<file path="config.mk">
export PLATFORM = sky130hd
export DESIGN_NAME = gpio_in_conditioner
export DESIGN_NICKNAME = d
export VERILOG_FILES = /design/src/rtl/gpio_in_conditioner.sv
export SDC_FILE = /design/constraint.sdc
export NUM_CORES = 1
export LEC_CHECK = 0
export CORE_ASPECT_RATIO = 1.2
export CORE_MARGIN = 4
export CORE_UTILIZATION = 42
export CTS_BUF_LIST = sky130_fd_sc_hd__clkbuf_8
export DETAILED_ROUTE_END_ITERATION = 6
export DONT_BUFFER_PORTS = 1
export MAX_ROUTING_LAYER = met4
export PLACE_DENSITY_LB_ADDON = 0.12
export SYNTH_ARGS = -nofsm -noshare
export SYNTH_HDL_FRONTEND = slang
export SYNTH_SLANG_ARGS = --single-unit
</file>
<file path="constraint.sdc">
create_clock -name clk -period 1.5 [get_ports clk]
set_clock_uncertainty 0.1 [all_clocks]
set_input_delay 0.225 -clock clk [delete_from_list [all_inputs] [get_ports clk]]
set_output_delay 0.225 -clock clk [all_outputs]
set_load 0.01 [all_outputs]
</file>
<file path="src/rtl/gpio_in_conditioner.sv">
// gpio_in_conditioner: per-pin synchronizer, debounce, edge pulses and sticky event flags
module gpio_in_conditioner #(
    parameter int WIDTH           = 34,
    parameter int SYNC_STAGES     = 2,
    parameter int DEBOUNCE_CYCLES = 16
) (
    input  logic             clk,
    input  logic             nrst,
    input  logic             en,
    input  logic [WIDTH-1:0] gpio_in,
    output logic [WIDTH-1:0] clean_out,
    output logic [WIDTH-1:0] rise_pulse,
    output logic [WIDTH-1:0] fall_pulse,
    output logic [WIDTH-1:0] evt_flags,
    output logic             evt_valid,
    input  logic             evt_ack
);
    localparam int CW = $clog2(DEBOUNCE_CYCLES + 1);
    localparam logic [CW-1:0] CNT_MAX = CW'(DEBOUNCE_CYCLES - 1);

    logic [WIDTH-1:0] sync_q [SYNC_STAGES];
    logic [CW-1:0]    cnt_q  [WIDTH];
    logic [CW-1:0]    cnt_d  [WIDTH];
    logic [WIDTH-1:0] s, chg, hit;
    logic [WIDTH-1:0] clean_q, clean_d, rise_q, rise_d, fall_q, fall_d, evt_q, evt_d;

    assign s = sync_q[SYNC_STAGES-1];

    // A pin only counts while enabled and differing; the count is discarded otherwise
    always_comb begin
        chg = '0;
        hit = '0;
        for (int i = 0; i < WIDTH; i++) begin
            chg[i]   = en && (s[i] != clean_q[i]);
            hit[i]   = chg[i] && (cnt_q[i] == CNT_MAX);
            cnt_d[i] = (chg[i] && cnt_q[i] != CNT_MAX) ? cnt_q[i] + CW'(1) : '0;
        end
    end

    assign clean_d = (clean_q & ~hit) | (s & hit);
    assign rise_d  = hit & s;
    assign fall_d  = hit & ~s;
    assign evt_d   = (evt_ack ? '0 : evt_q) | hit;

    always_ff @(posedge clk) begin
        if (!nrst) begin
            for (int i = 0; i < SYNC_STAGES; i++) sync_q[i] <= '0;
            for (int i = 0; i < WIDTH; i++) cnt_q[i] <= '0;
            clean_q <= '0;
            rise_q  <= '0;
            fall_q  <= '0;
            evt_q   <= '0;
        end else begin
            sync_q[0] <= gpio_in;
            for (int i = 1; i < SYNC_STAGES; i++) sync_q[i] <= sync_q[i-1];
            for (int i = 0; i < WIDTH; i++) cnt_q[i] <= cnt_d[i];
            clean_q <= clean_d;
            rise_q  <= rise_d;
            fall_q  <= fall_d;
            evt_q   <= evt_d;
        end
    end

    assign clean_out  = clean_q;
    assign rise_pulse = rise_q;
    assign fall_pulse = fall_q;
    assign evt_flags  = evt_q;
    assign evt_valid  = |evt_q;
endmodule

</file>
Word-level counts from Yosys, hierarchy flattened:

Memories as Yosys holds them, arrays and structs flattened.
Index checks and enable logic that the tools add are counted.

* input bits: 38
* flip-flop bits (word level): 136
* memories: 2
* output and inout port bits: 137
* logic and storage cells: 361
* RAM bits: 238

Memory list
* cnt_q: depth 34, bits a word 5, rd ports 34, clocked after Yosys merged registers in 0, write ports 34, line 22 `logic [CW-1:0] cnt_q [WIDTH];`
* sync_q: depth 2, bits a word 34, rd ports 2, clocked after Yosys merged registers in 0, write ports 2, line 21 `logic [WIDTH-1:0] sync_q [SYNC_STAGES];`

* equality and inequality tests: 102
* $add $sub $neg: 34
* bitwise logic cells: 43
* reduce and logical (&&, ||, !) cells: 103
* mux-type cells: 73

Operator list (count)
* 2-to-1 mux 5 bit: 68
* adder 5 x 1 -> 5 bit (second input constant): 34
* == test 5 x 4 -> 1 bit (second input constant): 34
* inequality test 5 x 4 -> 1 bit (second input constant): 34
* bitwise AND 34 bit: 3
* logical AND 1 bit: 102
* 2-to-1 mux 34 bit: 3
* NOT 34 bit: 2
* OR 34 bit: 2
* OR 1 bit: 36
* inequality test 1 bit: 34
* OR reduction 34 bit: 1
* 2-to-1 mux 1 bit: 2

Longest topological paths before layout:

* depth in word-level cells: 6
* depth in mapped cells: 6
* gate-level depth less buffers: 6

Worst setup path before layout:

Ideal clock, no wire load.

* kind: register to register
* start point: memory cnt_q[29][0] in the netlist's numbering
* end point: memory cnt_q[29][2] in the netlist's numbering
* slack: -0.083 ns
* cell stages (with the launch flop): 6
* arrival: 1.418 ns
* clock period less this slack: 1.583 ns
* library setup time: 0.065 ns
* data required time: 1.335 ns
* buffers on the path: 0
* cell sequence: dfxtp_1 -> ha_1 -> and3_1 -> ha_1 -> or3_1 -> nor2_1

RTL lines (line)
* from (decl): 22

Final worst setup path:

* start point: register evt_q[32], in the netlist evt_flags[32]
* end point: output port evt_valid

* word-level cells in the longest chain between the ends: 1

RTL lines
* from (decl): line 25 `logic [WIDTH-1:0] clean_q, clean_d, rise_q, rise_d, fall_q, fall_d, evt_q, evt_d;`
* from (signal assigned): line 60 `evt_q <= evt_d;`
* OR reduction 34 bit: line 68 `assign evt_valid = |evt_q;`
* to (decl): line 15 `output logic evt_valid,`

No other way between the ends.

==> results.sh <==
export IMPL_p_per_area_nw_per_um2=1070
export IMPL_netlist_instances=1304
export IMPL_avgSynthCellArea_um2=10.1
export IMPL_drv_slew=0
export IMPL_setup_tns_ns=-0.886
export IMPL_synth_compound_area_frac=0.0325
export IMPL_grt_pass1_vias=9128
export IMPL_grt_overflow_total=0
export IMPL_critical_path_arrival_ns=1.92
export IMPL_p_total_mw=19.4
export IMPL_cp_start_kind="flop"
export IMPL_dpl_instance_area_um2=15000
export IMPL_routed_wl_mm=28.6
export IMPL_drtIter0Drc=316
export IMPL_die_h_um=202
export IMPL_synth_cell_types=27
export IMPL_final_antenna_net_count=0
export IMPL_timing_final_crit_share=1.50
export IMPL_yosys_area_share_simple=0.235
export IMPL_synth_xor_area_share=0.0679
export IMPL_ir_drop_mv=0.957
export IMPL_synthArstFlopShare=0
export IMPL_status="finished, violations left"
export IMPL_cp_max_fo=2
export IMPL_synth_edff_count=0
export IMPL_gp_congestion=0.745
export IMPL_place_inst=1836
export IMPL_portBuffers=0
export IMPL_layout_common_cells="dfxtp_1 (310), buf_4 (172), nand2_1 (134)"
export IMPL_yosysWarningCount=0
export IMPL_die_area_um2=34200
export IMPL_ys_seq_area_frac=0.569
export IMPL_cts_tree="built"
export IMPL_critPathKind="reg -> out"
export IMPL_ys_ff_latch=374
export IMPL_synthFlopType="dfxtp_1"
export IMPL_timing_hold_ws_ns=-0.306
export IMPL_drv_cap=0
export IMPL_fp_coreArea_um2=30700
export IMPL_end_kind="output pin"
export IMPL_min_period_ns=2.24
export IMPL_setup_violations_final=20
export IMPL_dp_hpwl_mm=17.2
export IMPL_cts_clk_slew_worst_paths_ns=0.06
export IMPL_fmax_ghz=0.446
export IMPL_cts_buffers=60
export IMPL_fin_cells=2010
export IMPL_wire_per_inst_um=14.2
export IMPL_hold_viol=36
export IMPL_drive_gt1_frac=0.364
export IMPL_post_place_ws_ns=-0.242
export IMPL_antenna_found_initial=2
export IMPL_synth_nets=1410
export IMPL_fp_dieW_um=170
export IMPL_cts_sinks=374
export IMPL_cts_max_path_buffers=3
export IMPL_violations="hold timing, setup timing"
export IMPL_synth_fa_ha_area_frac=0.0647
export IMPL_fin_util=0.591
export IMPL_vias=9405
export IMPL_rrSetupSlack_ns=-0.02
export IMPL_grt_pass1_wl_mm=43.6
export IMPL_rows=70
export IMPL_avgViaCountPerCell=4.68
export IMPL_rsz0062_at_grt="true"
export IMPL_ios=175
export IMPL_cts_root_buf="clkbuf_8"
export IMPL_worst_pin_slew_ns=0.397
export IMPL_synthToLayoutAreaGrowth_pct=37.7
export IMPL_synthesis_area_um2=13200
export IMPL_finalNetCount=1669
export IMPL_crit_required_ns=1.17
export IMPL_hold_path_class="in -> reg"
export IMPL_muxShareOfSynthArea=0
export IMPL_grt_start_max_net_pins=97
export IMPL_synth_top_family_by_area="simple AND/OR/NAND/NOR gates"
export IMPL_fillCellCount=2675
export IMPL_fin_ws_ns=-0.744
export IMPL_stdcell_area_um2=18100
export IMPL_leakagePower_nw=6.57
export IMPL_grt_total_usage=0.157
export IMPL_clk_latency_ns=0.60
export IMPL_ctsHoldBuffers=47
export IMPL_drc=0
export IMPL_layout_commonest_cell="dfxtp_1"
export IMPL_initial_core_util=0.429
export IMPL_firstDrtPassIters=4
export IMPL_cts_htree_levels=2
export IMPL_slew_headroom=0.735
## area by class of cell
type                            instances  area (um^2)  share of cell area
Tap cell                              396          495              0.0273
Antenna cell                            3         7.51            0.000414
Timing Repair Buffer                  227         1900               0.105
Inverter                               68          255              0.0141
Multi-Input combinational cell        832         6640               0.366
Clock buffer                           80         1100              0.0608
Clock inverter                         30          153             0.00842
Sequential cell                       374         7570               0.418
## final timing paths
| path | start | to | cells after the start |
|---|---|---|---|
| max | evt_flags[32] | evt_valid | 4 |
| min | en | flop | 2 |
| max reg2reg | cnt_q[8][0] | cnt_q[8][0] | 5 |
| min reg2reg | cnt_q[31][0] | cnt_q[31][0] | 1 |
## report_power, final
group / switching [mW] / total [mW] / internal, mW / leakage (nW)
clock: 3.87 / 8.77 / 4.90 / 0.726
combinational: 0.229 / 0.479 / 0.250 / 2.78
sequential: 0.0692 / 10.1 / 10.0 / 3.06
total: 4.16 / 19.4 / 15.2 / 6.57
## critical path, stage by stage, from the launching register on
cell and delay [ns]:
dfxtp_1 0.32, nor4_2 0.29, buf_4 0.15, nand4_1 0.16, or3_4 0.41
## synthesized netlist by cell type, drive strengths merged (17+ instances only)
library cell  count  area, um^2
dfxtp           374        7490
nor2            172         646
nand2           137         517
and2             69         432
ha               68         851
inv              68         255
nand3            68         340
xnor2            68         596
nor3b            66         495
or3              35         364
and3             34         213
xor2             34         298
a21boi           33         248
o21ai            33         165
clkbuf           17        63.8
## metal layers
layer,up-vias,wire [um],global-route usage
li1,4783,-,-
met1,4399,12300,0.186
met2,183,14100,0.260
met3,40,1770,0.0458
met4,0,474,0.0469
met5,-,0,-
## what timing repair did
item / 4_1_cts / 5_1_grt
gates resized for setup: 17 / 284
setup buffers: 0 / 12
cloned: 0 / 2
hold endpoints to repair: 136 / 36
pin swaps: 43 / 102
setup endpoints to repair: 171 / 238
## registers in the layout (all words and copies together) (netlist names), named ones only
register / cells
rise_pulse: 34
fall_pulse: 34
evt_flags: 34
sync_q: 68
cnt_q: 170
## cell families (layout without fill, tap and decap cells)
kind of cell / count (synthesis) / in the layout
AND/OR/NAND/NOR: 594 / 594
flip-flops: 374 / 374
XOR/XNOR: 102 / 102
buffers and inverters: 98 / 405
adder cells (fa/ha/maj): 68 / 68
AO/OA/AOI/OAI: 68 / 68
other: 0 / 3
(Power assumes the default switching activity.)
